`src/rtl/clock_pkg.sv`:
```
// rtl/clock_pkg.sv - shared types and constants for the alarm-clock button path
package clock_pkg;

  typedef enum logic [2:0] {
    IDLE,
    PRESS_DB,
    HELD_DELAY,
    HELD_REPEAT,
    RELEASE_DB
  } channel_state_t;

  // 50 MHz system clock divided down to a 1 ms tick
  localparam int unsigned MS_TICK_CYCLES = 50000;

endpackage

```
`src/rtl/button_channel.sv`:
```
// rtl/button_channel.sv - synchronizer, debounce FSM and auto-repeat for one button
module button_channel
  import clock_pkg::*;
#(
  parameter int unsigned DEBOUNCE_MS     = 20,
  parameter int unsigned REPEAT_DELAY_MS = 500,
  parameter int unsigned REPEAT_RATE_MS  = 100
) (
  input  logic clock,
  input  logic reset_n,
  input  logic tick,
  input  logic raw,
  input  logic repeat_en,
  output logic level,
  output logic press,
  output logic released,
  output logic step
);

  localparam int unsigned HOLD_MAX = (REPEAT_DELAY_MS > REPEAT_RATE_MS) ? REPEAT_DELAY_MS : REPEAT_RATE_MS;
  localparam int DB_W   = $clog2(DEBOUNCE_MS + 1);
  localparam int HOLD_W = $clog2(HOLD_MAX + 1);

  localparam logic [DB_W-1:0]   DB_DONE    = DB_W'(DEBOUNCE_MS);
  localparam logic [HOLD_W-1:0] HOLD_SAT   = HOLD_W'(HOLD_MAX);
  localparam logic [HOLD_W-1:0] DELAY_DONE = HOLD_W'(REPEAT_DELAY_MS);
  localparam logic [HOLD_W-1:0] RATE_DONE  = HOLD_W'(REPEAT_RATE_MS);

  logic sync1, sync2, s;
  channel_state_t state, state_nxt;
  logic [DB_W-1:0]   db_cnt, db_nxt, db_inc;
  logic [HOLD_W-1:0] hold_cnt, hold_nxt, hold_inc;
  logic ret_repeat, ret_nxt;
  logic level_nxt, press_nxt, rel_nxt, step_nxt;

  assign s        = ~sync2;
  assign db_inc   = db_cnt + DB_W'(1);
  assign hold_inc = (tick && hold_cnt != HOLD_SAT) ? hold_cnt + HOLD_W'(1) : hold_cnt;

  always_ff @(posedge clock or negedge reset_n) begin
    if (!reset_n) begin
      sync1      <= 1'b1;
      sync2      <= 1'b1;
      state      <= IDLE;
      db_cnt     <= '0;
      hold_cnt   <= '0;
      ret_repeat <= 1'b0;
      level      <= 1'b0;
      press      <= 1'b0;
      released   <= 1'b0;
      step       <= 1'b0;
    end else begin
      sync1      <= raw;
      sync2      <= sync1;
      state      <= state_nxt;
      db_cnt     <= db_nxt;
      hold_cnt   <= hold_nxt;
      ret_repeat <= ret_nxt;
      level      <= level_nxt;
      press      <= press_nxt;
      released   <= rel_nxt;
      step       <= step_nxt;
    end
  end

  always_comb begin
    state_nxt = state;
    db_nxt    = db_cnt;
    hold_nxt  = hold_cnt;
    ret_nxt   = ret_repeat;
    level_nxt = level;
    press_nxt = 1'b0;
    rel_nxt   = 1'b0;
    step_nxt  = 1'b0;
    case (state)
      IDLE: begin
        if (s) begin
          db_nxt    = '0;
          state_nxt = PRESS_DB;
        end
      end
      PRESS_DB: begin
        if (!s) begin
          state_nxt = IDLE;
        end else if (tick) begin
          db_nxt = db_inc;
          if (db_inc == DB_DONE) begin
            level_nxt = 1'b1;
            press_nxt = 1'b1;
            step_nxt  = 1'b1;
            hold_nxt  = '0;
            state_nxt = HELD_DELAY;
          end
        end
      end
      HELD_DELAY: begin
        if (!s) begin
          db_nxt    = '0;
          ret_nxt   = 1'b0;
          state_nxt = RELEASE_DB;
        end else if (repeat_en && hold_inc >= DELAY_DONE) begin
          step_nxt  = 1'b1;
          hold_nxt  = '0;
          state_nxt = HELD_REPEAT;
        end else begin
          hold_nxt = hold_inc;
        end
      end
      HELD_REPEAT: begin
        if (!s) begin
          db_nxt    = '0;
          ret_nxt   = 1'b1;
          state_nxt = RELEASE_DB;
        end else if (!repeat_en) begin
          // parked with a full count so re-enabling repeat steps at once
          hold_nxt  = HOLD_SAT;
          state_nxt = HELD_DELAY;
        end else if (hold_inc >= RATE_DONE) begin
          step_nxt = 1'b1;
          hold_nxt = '0;
        end else begin
          hold_nxt = hold_inc;
        end
      end
      RELEASE_DB: begin
        if (s) begin
          state_nxt = ret_repeat ? HELD_REPEAT : HELD_DELAY;
        end else if (tick) begin
          db_nxt = db_inc;
          if (db_inc == DB_DONE) begin
            level_nxt = 1'b0;
            rel_nxt   = 1'b1;
            state_nxt = IDLE;
          end
        end
      end
      default: state_nxt = IDLE;
    endcase
  end

endmodule

```
`src/rtl/button_conditioner.sv`:
```
// rtl/button_conditioner.sv - shared 1 ms prescaler feeding one conditioner per KEY
module button_conditioner
  import clock_pkg::*;
#(
  parameter int unsigned CLOCK_FREQ_1KHZ = MS_TICK_CYCLES,
  parameter int unsigned NUM_BUTTONS     = 4,
  parameter int unsigned DEBOUNCE_MS     = 20,
  parameter int unsigned REPEAT_DELAY_MS = 500,
  parameter int unsigned REPEAT_RATE_MS  = 100
) (
  input  logic                   clock,
  input  logic                   reset_n,
  input  logic [NUM_BUTTONS-1:0] pb_raw,
  input  logic [NUM_BUTTONS-1:0] repeat_en,
  output logic [NUM_BUTTONS-1:0] pb_level,
  output logic [NUM_BUTTONS-1:0] pb_press,
  output logic [NUM_BUTTONS-1:0] pb_release,
  output logic [NUM_BUTTONS-1:0] pb_step
);

  localparam int PRE_W = (CLOCK_FREQ_1KHZ > 1) ? $clog2(CLOCK_FREQ_1KHZ) : 1;

  logic [PRE_W-1:0] pre_cnt;
  logic tick;

  assign tick = (pre_cnt == PRE_W'(CLOCK_FREQ_1KHZ - 1));

  always_ff @(posedge clock or negedge reset_n) begin
    if (!reset_n) begin
      pre_cnt <= '0;
    end else if (tick) begin
      pre_cnt <= '0;
    end else begin
      pre_cnt <= pre_cnt + PRE_W'(1);
    end
  end

  for (genvar i = 0; i < NUM_BUTTONS; i++) begin : g_chan
    button_channel #(
      .DEBOUNCE_MS    (DEBOUNCE_MS),
      .REPEAT_DELAY_MS(REPEAT_DELAY_MS),
      .REPEAT_RATE_MS (REPEAT_RATE_MS)
    ) u_chan (
      .clock    (clock),
      .reset_n  (reset_n),
      .tick     (tick),
      .raw      (pb_raw[i]),
      .repeat_en(repeat_en[i]),
      .level    (pb_level[i]),
      .press    (pb_press[i]),
      .released (pb_release[i]),
      .step     (pb_step[i])
    );
  end

endmodule
```
`config.mk`:
```
export PLATFORM = sky130hd
export DESIGN_NAME = button_conditioner
export DESIGN_NICKNAME = d
export VERILOG_FILES = /design/src/rtl/clock_pkg.sv /design/src/rtl/button_channel.sv /design/src/rtl/button_conditioner.sv
export SDC_FILE = /design/constraint.sdc
export NUM_CORES = 1
export LEC_CHECK = 0
export ABC_AREA = 1
export CAP_MARGIN = 20
export CELL_PAD_IN_SITES_DETAIL_PLACEMENT = 1
export CELL_PAD_IN_SITES_GLOBAL_PLACEMENT = 1
export CORE_MARGIN = 3
export CORE_UTILIZATION = 49
export DETAILED_ROUTE_END_ITERATION = 12
export GPL_TIMING_DRIVEN = 0
export PLACE_DENSITY_LB_ADDON = 0.1
export SETUP_SLACK_MARGIN = 0.15
export SLEW_MARGIN = 40
export SYNTH_ARGS = -nofsm -noshare
export SYNTH_HDL_FRONTEND = slang
export SYNTH_SLANG_ARGS = --single-unit
```
`constraint.sdc`:
```
create_clock -name clock -period 3.1 [get_ports clock]
set_input_delay 0.465 -clock clock [delete_from_list [all_inputs] [get_ports clock]]
set_output_delay 0.465 -clock clock [all_outputs]
set_load 0.01 [all_outputs]
```
==> results.md, run 1 <==
- Outcome: finished, final reports clean
- Post-synthesis mux area share: 0.148%
- Register-to-Register Path Depth: 16
- Nature of the critical path startpoint: register
- Endpoints failing setup: 0
- Post-synthesis instance total: 1119
- Hold Crit Class: reg2reg
- Syn nets: 1142
- Register area share after synthesis: 36.9%
- Worst Skew: 0.0108 ns
- Crit end category: register
- Share of total power in combinational logic: 42.2%
- Type of the worst setup path: reg2reg
- Total number of yosys warnings: 0
- Final core utilization: 56.7%
- Switching pwr: 2380 µW
- CP Data Arrival Time: 2.85 ns
- Max-cap violation count: 0
- Worst R2R End: g_chan[2].u_chan.hold_cnt[1]$_DFFE_PN0P_
- CTS buffer count: 9
- Antenna violations before repair: 0
- Antenna viol nets, final: 0
- Hold Slack: 0.357 ns
- Static Leak: 0.00430 µW
- DRC: 0
- Mapped Avg Cell Area: 6.81 µm²
- Slew headroom: 47.8%
- Clock power frac: 21.2%
- Synthesis-stage register bit count: 112
- Worst Setup SP: pre_cnt[0]$_DFF_PN0_
- Port bufs: 25
- Reg2reg start: pre_cnt[0]$_DFF_PN0_
- Final setup TNS: 0 ns
- Uppermost layer routed: met4
- Post-Route M1 WL: 9.60 mm
- Pre-Repair DR Iteration Count: 4
- 1st-iter DRT viols: 314
- Peak supply drop: 314 µV
- Data required, critical path: 3.35 ns
- Worst-Margin Slew: 0.779 ns
- Flop pwr share: 36.6%
- Synthesized cell area: 7620 µm²
- Crit path to: g_chan[2].u_chan.hold_cnt[1]$_DFFE_PN0P_
- Die area: 17100 µm²
- Top-Level Pins: 26
- Routed length on met3: 371 µm
- Compound-cell area share of the yosys netlist: 8.31%
- Vias per inst: 5.33
- Vias in the first global route: 7177
- Total core area: 14900 µm²
- Wire per inst: 14.8 µm
- TritonCTS clock tree: built
- Post-CTS sizing: 0
- Unique cell type count in the Yosys netlist: 53
- Final #Nets: 1180
- Placed Instances: 1329
- Area Growth Syn to Fin: 10.6%
- Starting Density: 51.3%
- HPWL after DPL: 14.8 mm
- CTS Buffer Depth: 2
- Area share of xor/xnor cells in the synthesized design: 3.22%
- Row count: 44
- Max Slew Vio Count: 0
- Simple-Gate Fraction of Synth Area: 38.2%
- Global-route wire length before repair: 33.8 mm
- Filler cell count: 2007
- Die H: 131 µm
- Reg clk slew, reported paths: 0.08 ns
- Critical Path Fanout Max: 8
- Post-synthesis adder-cell area fraction: 2.13%
- Wirelength, routed: 19.9 mm
- Layout cells sized above 1: 10.2%
- Vias: 7174
- Cell-internal power: 3060 µW
- CTS Root Buffer Type: clkbuf_16
- Minimum clock period: 2.61 ns
- Fin cells: 1346
- Total power: 5450 µW
- F_max: 383 MHz
- Tcrit/Tclk final: 84.1%
- Pin count of the biggest net entering global routing: 74
- Unrepaired setup endpoints after global routing: no
- Chip Width: 131 µm
- Tot GR Track Use: 24.3%
- PwrDens: 646 nW/µm²
- Register-to-register path setup slack: 0.49 ns
- Global placement routability congestion: 0.814
- Largest family of logic cells by synthesized area: simple AND/OR/NAND/NOR gates
- Post-CTS Setup Bufs: 0
- Final hold vios: 0
- Clock latency on the worst-skew pair: 0.36 ns
- Switching share of power: 43.7%
- # clock sinks: 112
- ANT cells: 0
- CTS H-tree lvls: 3
- GRT overflow: 0
- Metal2 WL: 9.69 mm
critical path: stages, from the launching register on:
cell and delay [ns]:
dfrtp_1 0.38, ha_1 0.21, nand2_1 0.10, nor2_4 0.12, nand3_2 0.09, nor2_4 0.32, nand2_4 0.15, nand2_1 0.11
inv_1 0.04, nor2_1 0.18, nand2_1 0.13, nor2_2 0.13, nand2_2 0.13, nand2_1 0.13, nand2_1 0.10, nand3_1 0.11
nand2_1 0.06
Yosys cell counts (all sizes together):
cell type / number / share of area (%)
o22a: 1 / 0.11
o22ai: 7 / 0.57
dfrtp: 104 / 34
and3: 1 / 0.082
nand3b: 3 / 0.34
o21ai: 57 / 4.1
nor3: 22 / 1.5
and2: 1 / 0.082
nand3: 127 / 8.8
xnor2: 2 / 0.23
ha: 13 / 2.1
a211oi: 4 / 0.39
nand4: 13 / 1.1
nand2: 338 / 17
buf: 22 / 2.2
o21bai: 1 / 0.099
inv: 175 / 8.6
a311o: 1 / 0.13
xor2: 26 / 3.0
or2: 4 / 0.33
mux2: 1 / 0.15
o221a: 1 / 0.15
a21boi: 1 / 0.099
a31oi: 3 / 0.25
o41ai: 3 / 0.34
o211ai: 1 / 0.099
o221ai: 2 / 0.23
dfstp: 8 / 2.8
a21oi: 22 / 1.5
a2bb2oi: 1 / 0.11
o21ba: 1 / 0.13
nor4: 5 / 0.41
clkbuf: 3 / 0.15
nor2: 145 / 8.3
how the worst min path moves through the flow:
| stage | start | to | slack (ns) | cells after the start |
|---|---|---|---|---|
| 6_report | g_chan[1].u_chan.sync1$_DFF_PN1_ | g_chan[1].u_chan.sync2$_DFF_PN1_ | 0.36 | 0 |
| 5_1_grt | g_chan[1].u_chan.sync1$_DFF_PN1_ | g_chan[1].u_chan.sync2$_DFF_PN1_ | 0.36 | 0 |
| 4_1_cts | g_chan[1].u_chan.sync1$_DFF_PN1_ | g_chan[1].u_chan.sync2$_DFF_PN1_ | 0.36 | 0 |
| 3_5_place_dp | g_chan[1].u_chan.sync1$_DFF_PN1_ | g_chan[1].u_chan.sync2$_DFF_PN1_ | 0.35 | 0 |
| 3_3_place_gp | g_chan[1].u_chan.sync1$_DFF_PN1_ | g_chan[1].u_chan.sync2$_DFF_PN1_ | 0.35 | 0 |
| 2_1_floorplan | reset_n | g_chan[0].u_chan.db_cnt[0]$_DFFE_PN0P_ | 0.17 | 0 |
layout by cell type, fill, tap and decap left out, types with 2 or more instances in the layout:
cell type / count
nand2_1: 324
inv_1: 158
nor2_1: 123
nand3_1: 121
dfrtp_1: 104
o21ai_0: 38
xor2_1: 26
clkdlybuf4s50_1: 24
nor3_1: 21
a21oi_1: 21
inv_2: 17
buf_4: 16
nor2_2: 15
o21ai_1: 14
nand2_2: 13
ha_1: 13
nand4_1: 12
clkbuf_16: 9
dfstp_2: 8
nor2_4: 7
o22ai_1: 7
clkbuf_1: 6
nand3_2: 5
nor4_1: 5
o21ai_2: 4
a211oi_1: 4
or2_2: 3
a31oi_1: 3
o41ai_1: 3
buf_2: 2
buf_8: 2
buf_6: 2
xnor2_1: 2
o221ai_1: 2
nand3b_1: 2
clkinv_2: 2
flip-flops by register name (all words and copies together), names as in the netlist:
register and count:
g_chan.u_chan.released 4, g_chan.u_chan.press 4, pre_cnt 16, g_chan.u_chan.step 4, g_chan.u_chan.hold_cnt 36, g_chan.u_chan.level 4
g_chan.u_chan.sync2 4, g_chan.u_chan.state 12, g_chan.u_chan.sync1 4, g_chan.u_chan.db_cnt 20, g_chan.u_chan.ret_repeat 4
logic make-up (layout without fill, tap and decap cells):
| group | Yosys count | after routing |
|---|---|---|
| buffers and inverters | 200 | 243 |
| xor gates and xnor gates | 28 | 28 |
| muxes | 1 | 1 |
| AOI/OAI and AO/OA | 106 | 106 |
| and+or+nand+nor | 659 | 659 |
| adders and majority gates | 13 | 13 |
| DFF | 112 | 112 |
repair_timing:
action	4_1_cts	5_1_grt
endpoints found under the hold margin	37	0
endpoints found under the setup margin	0	0
hold buffers	1	0
per-stage QoR:
step                instance area [µm²]  setup WS, ns
CTS                                8430         0.474
finish                             8430         0.492
floorplan                          7620          1.09
detailed placement                 8130         0.561
global placement                   8100         -2.89
global route                       8430         0.222
power by group through the flow:
stage	Combinational, µW	Sequential [µW]	Clock (µW)
global route	2620	2040	1250
finish	2300	1990	1160
floorplan	1730	1940	0
detailed placement	2280	2020	0
global placement	2190	2010	0
CTS	2310	1990	1190
cell type report:
type / instances / area (µm²) / area share [%]
buffer: 25 / 183 / 2.17
clock buffer: 12 / 236 / 2.81
clock inverter: 4 / 47.5 / 0.564
inverter: 175 / 657 / 7.80
multi-input combinational: 807 / 3970 / 47.1
sequential: 112 / 2810 / 33.4
tap: 184 / 230 / 2.73
timing repair buffer: 27 / 293 / 3.47
layer usage:
| metal | GRT usage, % | vias up |
|---|---|---|
| met5 | 0 | - |
| met4 | 5.20 | 0 |
| met3 | 3.82 | 17 |
| met2 | 41.9 | 62 |
| met1 | 32.4 | 3483 |
| li1 | - | 3612 |
No activity file was read; power rests on OpenSTA's default activity.
==> run 2, diff against run 1 <==
CORE_UTILIZATION = 45   (was 49)
clock period = 2.51 ns   (was 3.1 ns; I/O delays follow)
==> run 2 against run 1 <==
Combinational power up 60%. Worst hold slack better by 0.0016 ns. Clock skew about the same. Non-clock buffer count up 65. Cell count up 7.4%. First-iteration DRC count up 69%. Register-to-register slack worse by 0.45 ns. Cell area up 18%. Global-route usage down 0.61 points. Utilization up 4.4 points. Critical path type unchanged.
==> results.md, run 2 (same netlist as run 1, synthesis figures left out) <==
- Hold_sp: g_chan[2].u_chan.sync1$_DFF_PN1_
- Flop pwr share: 32.1% (-4.5 points)
- Port bufs: 25 (unchanged)
- Worst R2R End: g_chan[3].u_chan.hold_cnt[8]$_DFFE_PN0P_
- Worst Skew: 0.0111 ns (+0.000260 ns)
- Global placement routability congestion: 0.839 (+3.0%)
- PwrDens: 789 nW/µm² (+22%)
- Type of the worst setup path: reg2reg
- TritonCTS clock tree: built
- Tot GR Track Use: 23.7% (-0.61 points)
- Clock latency on the worst-skew pair: 0.37 ns (about the same)
- Crit path to: g_chan[3].u_chan.hold_cnt[8]$_DFFE_PN0P_
- Layout cells sized above 1: 25.4% (+15 points)
- CTS Root Buffer Type: clkbuf_16
- Commonest non-fill, non-tap cell in the layout: nand2_1
- Worst-Margin Slew: 0.884 ns (+0.105 ns)
- Wirelength, routed: 27.0 mm (+36%)
- F_max: 405 MHz (+5.8%)
- ANT cells: 0 (unchanged)
- Switching share of power: 46.3% (+2.5 points)
- Top-Level Pins: 26 (unchanged)
- Wire per inst: 18.7 µm (+26%)
- Reg clk slew, reported paths: 0.08 ns (about the same)
- Worst Setup SP: pre_cnt[0]$_DFF_PN0_
- Area Growth Syn to Fin: 30.2%
- HPWL after DPL: 14.9 mm (+0.17%)
- Endpoints failing setup: 0 (unchanged)
- Vias in the first global route: 7482 (+4.2%)
- Critical Path Fanout Max: 5 (-3)
- Hold Slack: 0.358 ns (+0.00163 ns)
- DRC: 0 (unchanged)
- Tcrit/Tclk final: 98.3% (+14 points)
- Chip Width: 136 µm (+4.2%)
- Cell-internal power: 4200 µW (+37%)
- Total power: 7820 µW (+44%)
- Total core area: 16200 µm² (+9.2%)
- Global-route wire length before repair: 36.0 mm (+6.5%)
- Vias: 8008 (+12%)
- Slew headroom: 40.8% (-7.0 points)
- Register-to-Register Path Depth: 16 (unchanged)
- Antenna viol nets, final: 0 (unchanged)
- Final #Nets: 1247 (+5.7%)
- CTS buffer count: 9 (unchanged)
- Starting Density: 46.9% (-4.3 points)
- Antenna violations before repair: 0 (unchanged)
- Vias per inst: 5.54 (+4.0%)
- # clock sinks: 112 (unchanged)
- CTS H-tree lvls: 3 (unchanged)
- Hold Path Depth: 0 (unchanged)
- Static Leak: 0.00490 µW (+14%)
- Die area: 18500 µm² (+8.5%)
- Switching pwr: 3620 µW (+52%)
- Die H: 136 µm (+4.2%)
- Reg2reg start: pre_cnt[0]$_DFF_PN0_
- Filler cell count: 2058 (+2.5%)
- Hold Crit Class: reg2reg
- Pre-Repair DR Iteration Count: 5 (+1)
- Share of total power in combinational logic: 47.0% (+4.8 points)
- Largest register FFs: 36 (unchanged)
- Biggest register: g_chan.u_chan.hold_cnt
- Top Registers: g_chan.u_chan.hold_cnt x36, g_chan.u_chan.db_cnt x20, pre_cnt x16
- Data required, critical path: 2.76 ns (-0.59 ns)
- Peak supply drop: 584 µV (+86%)
- GRT overflow: 0 (unchanged)
- 1st-iter DRT viols: 532 (+69%)
- Final setup TNS: 0 ns (unchanged)
- Max-cap violation count: 0 (unchanged)
- Outcome: finished, final reports clean
- Register-to-register path setup slack: 0.04 ns (-0.45 ns)
- CTS Buffer Depth: 2 (unchanged)
- Crit end category: register
- Minimum clock period: 2.47 ns (-0.142 ns)
- Most frequent cells in the layout: 283 x nand2_1, 152 x inv_1, 107 x nor2_1
- CP Data Arrival Time: 2.71 ns (-0.14 ns)
- Clock power frac: 20.9% (-0.3 points)
- Pin count of the biggest net entering global routing: 73 (-1.4%)
- Max Slew Vio Count: 0 (unchanged)
- Final hold vios: 0 (unchanged)
- Unrepaired setup endpoints after global routing: yes
- Row count: 46 (+4.5%)
- Nature of the critical path startpoint: register
## run 2: cell types whose count changed in the layout (fill, tap and decap cells not counted), sizes merged
cell,before,now
buf,24,86
bufinv,1,2
clkbuf,15,17
clkinvlp,1,0
clkinv,2,3
nand2,338,340
## run 2: timing repair
item / 4_1_cts / 5_1_grt
cloned: 0 / 5
hold buffers: 1 / 0
pin swaps: 10 / 82
setup endpoints to repair: 60 / 65
endpoints found under the hold margin: 38 / 0
resized for setup: 15 / 197
buffers inserted: 19 / 42
## run 2: cell type report
class | instances | area, µm² | area share, %
Timing Repair Buffer | 92 | 896 | 9.03
Tap cell | 216 | 270 | 2.73
Clock buffer | 11 | 243 | 2.45
Clock inverter | 5 | 78.8 | 0.795
Inverter | 175 | 674 | 6.80
Multi-Input combinational cell | 809 | 4740 | 47.8
Buffer | 25 | 201 | 2.03
Sequential cell | 112 | 2810 | 28.4
## run 2: stage by stage
step | area (µm²) | setup WS (ns) | instances | util [%]
6_report | 9920 | 0.0437 | 1445 | 61.1
3_3_place_gp | 8140 | -3.53 | 1360 | 50.1
3_5_place_dp | 8170 | -0.0504 | 1361 | 50.3
4_1_cts | 8720 | 0.154 | 1397 | 53.7
5_1_grt | 9920 | -0.0765 | 1445 | 61.1
2_1_floorplan | 7620 | 0.499 | 1119 | -
## run 2: worst min-delay path by stage
stage and end:
3_5_place_dp g_chan[3].u_chan.press$_DFF_PN0_, 4_1_cts g_chan[2].u_chan.sync2$_DFF_PN1_, 3_3_place_gp g_chan[1].u_chan.sync2$_DFF_PN1_, 5_1_grt g_chan[2].u_chan.sync2$_DFF_PN1_
6_report g_chan[2].u_chan.sync2$_DFF_PN1_, 2_1_floorplan g_chan[0].u_chan.db_cnt[0]$_DFFE_PN0P_
## run 2: metal layers
metal / GRT usage [%] / part of all wire, % / vias to the layer above
met4: 5.04 / 2.8 / 0
met2: 39.7 / 52 / 185
met5: 0 / 0 / -
li1: - / - / 3757
met1: 32.4 / 42 / 4000
met3: 3.96 / 3.4 / 66
## run 2: worst max-delay path: stages, from the launching register on
cell	delay (ns)
dfrtp_1	0.43
ha_4	0.20
nand2_4	0.06
nor2_4	0.10
nand3_2	0.10
nor2_4	0.15
buf_12	0.15
buf_12	0.15
nor2_4	0.05
nor2_4	0.15
nand2_1	0.09
nor2_2	0.17
nand2_2	0.16
nand3_2	0.10
nand2_1	0.10
nand2_1	0.09
nand2_1	0.07
## run 2: power by group through the flow
stage / Combinational (µW) / Clock [µW] / Sequential (µW)
after floorplan: 2140 / 0 / 2400
after global placement: 2730 / 0 / 2480
final: 3680 / 1630 / 2510
after global routing: 4040 / 1720 / 2550
after detailed placement: 2840 / 0 / 2500
after CTS: 2900 / 1650 / 2470
==> run 3, diff against run 2 <==
CORE_MARGIN = 5   (was 3)
==> run 3 against run 2 <==
First-iteration DRC count is 42% lower. Clock-buffer cell count is 2 higher. Cell area is 4.5% lower. Utilization is 4.0 points lower. Largest cell class unchanged.
==> results.md, run 3 (same netlist as run 1, synthesis figures left out) <==
- Outcome: finished, final reports clean
- Placed Instances: 1365 (+0.29%)
- CTS Root Buffer Type: clkbuf_16
- Antenna violations before repair: 0 (unchanged)
- Hold Crit Class: reg2reg
- Minimum clock period: 2.46 ns (-0.00782 ns)
- CTS Buffer Depth: 2 (unchanged)
- Starting Density: 45.9% (-1.0 points)
- Crit end category: register
- Reg2reg start: pre_cnt[0]$_DFF_PN0_
- Hold_sp: g_chan[2].u_chan.sync1$_DFF_PN1_
- 1st-iter DRT viols: 310 (-42%)
- Antenna viol nets, final: 0 (unchanged)
- Row count: 47 (+2.2%)
- Die area: 19600 µm² (+6.0%)
- CP max stage delay: 0.41 ns (-0.02 ns)
- CTS buffer count: 9 (unchanged)
- Global-route wire length before repair: 35.5 mm (-1.4%)
- Unrepaired setup endpoints after global routing: yes
- Area after DPL: 8180 µm² (about the same)
- HPWL after DPL: 15.2 mm (+2.3%)
- Area Growth Syn to Fin: 24.3%
- Fin cells: 1433 (-0.83%)
- GRT overflow: 0 (unchanged)
- Vias in the first global route: 7488 (+0.080%)
- Max-cap violation count: 0 (unchanged)
- Register-to-register path setup slack: 0.05 ns (about the same)
- Worst R2R End: g_chan[1].u_chan.hold_cnt[1]$_DFFE_PN0P_
- Commonest non-fill, non-tap cell in the layout: nand2_1
- Worst path cell trace: ha_4, nand2_4, nor2_4, nand3_2, nor2_4, buf_12, buf_12, buf_4, nand3_2, nand2_2, inv_2, a21oi_4, nand3_4, nand2_1, nand2_2, nand3_1, nand2_1
- # clock sinks: 112 (unchanged)
- Clock latency on the worst-skew pair: 0.36 ns (about the same)
- Die H: 140 µm (+2.9%)
- Hold Slack: 0.357 ns (-0.00139 ns)
- Register-to-Register Path Depth: 17 (+1)
- Wire per inst: 16.8 µm (-10%)
- F_max: 407 MHz (+0.32%)
- Most frequent cells in the layout: 291 x nand2_1, 155 x inv_1, 109 x nor2_1
- Slowest-stage cell, CP: dfrtp_1
- Worst Setup SP: pre_cnt[0]$_DFF_PN0_
- Top-Level Pins: 26 (unchanged)
- Data required, critical path: 2.75 ns (about the same)
- DRC: 0 (unchanged)
- TritonCTS clock tree: built
- Slew headroom: 40.5% (-0.34 points)
- Final hold vios: 0 (unchanged)
- Filler cell count: 2153 (+4.6%)
- PwrDens: 772 nW/µm² (-2.1%)
- Max Slew Vio Count: 0 (unchanged)
- Critical Path Fanout Max: 6 (+1)
- Global placement routability congestion: 0.825 (-1.7%)
- Vias per inst: 5.30 (-4.3%)
- Static Leak: 0.00471 µW (-3.9%)
- Tcrit/Tclk final: 97.9% (-0.31 points)
- Crit-path leading delay family: simple AND/OR/NAND/NOR gates
- Worst Skew: 0.00696 ns (-0.00411 ns)
- Top Registers: g_chan.u_chan.hold_cnt x36, g_chan.u_chan.db_cnt x20, pre_cnt x16
- Vias: 7600 (-5.1%)
- Crit. path cell count: 17 (+1)
- CP Data Arrival Time: 2.70 ns (about the same)
- Largest register FFs: 36 (unchanged)
- Wirelength, routed: 24.1 mm (-11%)
- Pre-Repair DR Iteration Count: 5 (unchanged)
- Pin count of the biggest net entering global routing: 62 (-15%)
- Buf+Inv Stages, Crit Path: 4 (+2)
- Biggest register: g_chan.u_chan.hold_cnt
- Post-Layout Inst Area: 9470 µm² (-4.5%)
- Worst-Margin Slew: 0.889 ns (+0.00505 ns)
- Crit path to: g_chan[1].u_chan.hold_cnt[1]$_DFFE_PN0P_
- Nature of the critical path startpoint: register
- Reg clk slew, reported paths: 0.08 ns (about the same)
- Peak supply drop: 531 µV (-9.2%)
- Chip Width: 140 µm (+2.9%)
- Endpoints failing setup: 0 (unchanged)
- Final #Nets: 1231 (-1.3%)
- Type of the worst setup path: reg2reg
- CTS H-tree lvls: 3 (unchanged)
- ANT cells: 0 (unchanged)
- Tot GR Track Use: 21.7% (-2.0 points)
- Port bufs: 25 (unchanged)
- Total core area: 16600 µm² (+2.2%)
- Layout cells sized above 1: 20.7% (-4.7 points)
==> run 3: timing repair <==
item                       CTS  global route
setup endpoints to repair   58            60
hold endpoints to repair    54             0
hold buffers                 1             0
setup buffers                9            37
gates cloned                 1             5
resized for setup           16           118
pin swaps                    8            54
==> run 3: power breakdown <==
part / internal, µW / switching (µW)
Clock: 737 / 712
Sequential: 2130 / 365
Combinational: 1100 / 2270
Total: 3960 / 3350
==> run 3: worst min path at each step <==
stage | to | slack, ns | cells past startpoint
detailed placement | g_chan[1].u_chan.sync2$_DFF_PN1_ | 0.35 | 0
global route | g_chan[2].u_chan.sync2$_DFF_PN1_ | 0.36 | 0
finish | g_chan[2].u_chan.sync2$_DFF_PN1_ | 0.36 | 0
global placement | g_chan[1].u_chan.sync2$_DFF_PN1_ | 0.35 | 0
CTS | g_chan[2].u_chan.sync2$_DFF_PN1_ | 0.35 | 0
floorplan | g_chan[0].u_chan.db_cnt[0]$_DFFE_PN0P_ | 0.08 | 0
==> run 3: area by class of cell <==
cell class | instances | area, µm² | area share (%)
Clock buffer | 13 | 260 | 2.75
Inverter | 175 | 669 | 7.07
Sequential cell | 112 | 2820 | 29.7
Multi-Input combinational cell | 811 | 4470 | 47.2
Clock inverter | 3 | 25.0 | 0.264
Timing Repair Buffer | 75 | 758 | 8.00
Tap cell | 220 | 275 | 2.91
Buffer | 24 | 200 | 2.11
==> run 3: layer usage <==
metal / vias to the layer above / wire (µm) / track usage [%]
met5: - / 0 / 0
met4: 0 / 337 / 6.17
met3: 27 / 633 / 3.48
met2: 105 / 12300 / 37.0
met1: 3748 / 10800 / 28.6
li1: 3720 / - / -
==> run 3: stage by stage <==
| step | setup TNS [ns] | utilization (%) | total power [µW] | setup slack (ns) |
|---|---|---|---|---|
| floorplan | 0 | - | 4540 | 0.499 |
| global placement | -374.60 | 49.1 | 5210 | -3.46 |
| detailed placement | -0.612 | 49.3 | 5330 | -0.0778 |
| CTS | 0 | 52.0 | 6860 | 0.152 |
| global route | -0.183 | 57.1 | 7880 | -0.0596 |
| finish | 0 | 57.1 | 7320 | 0.0515 |
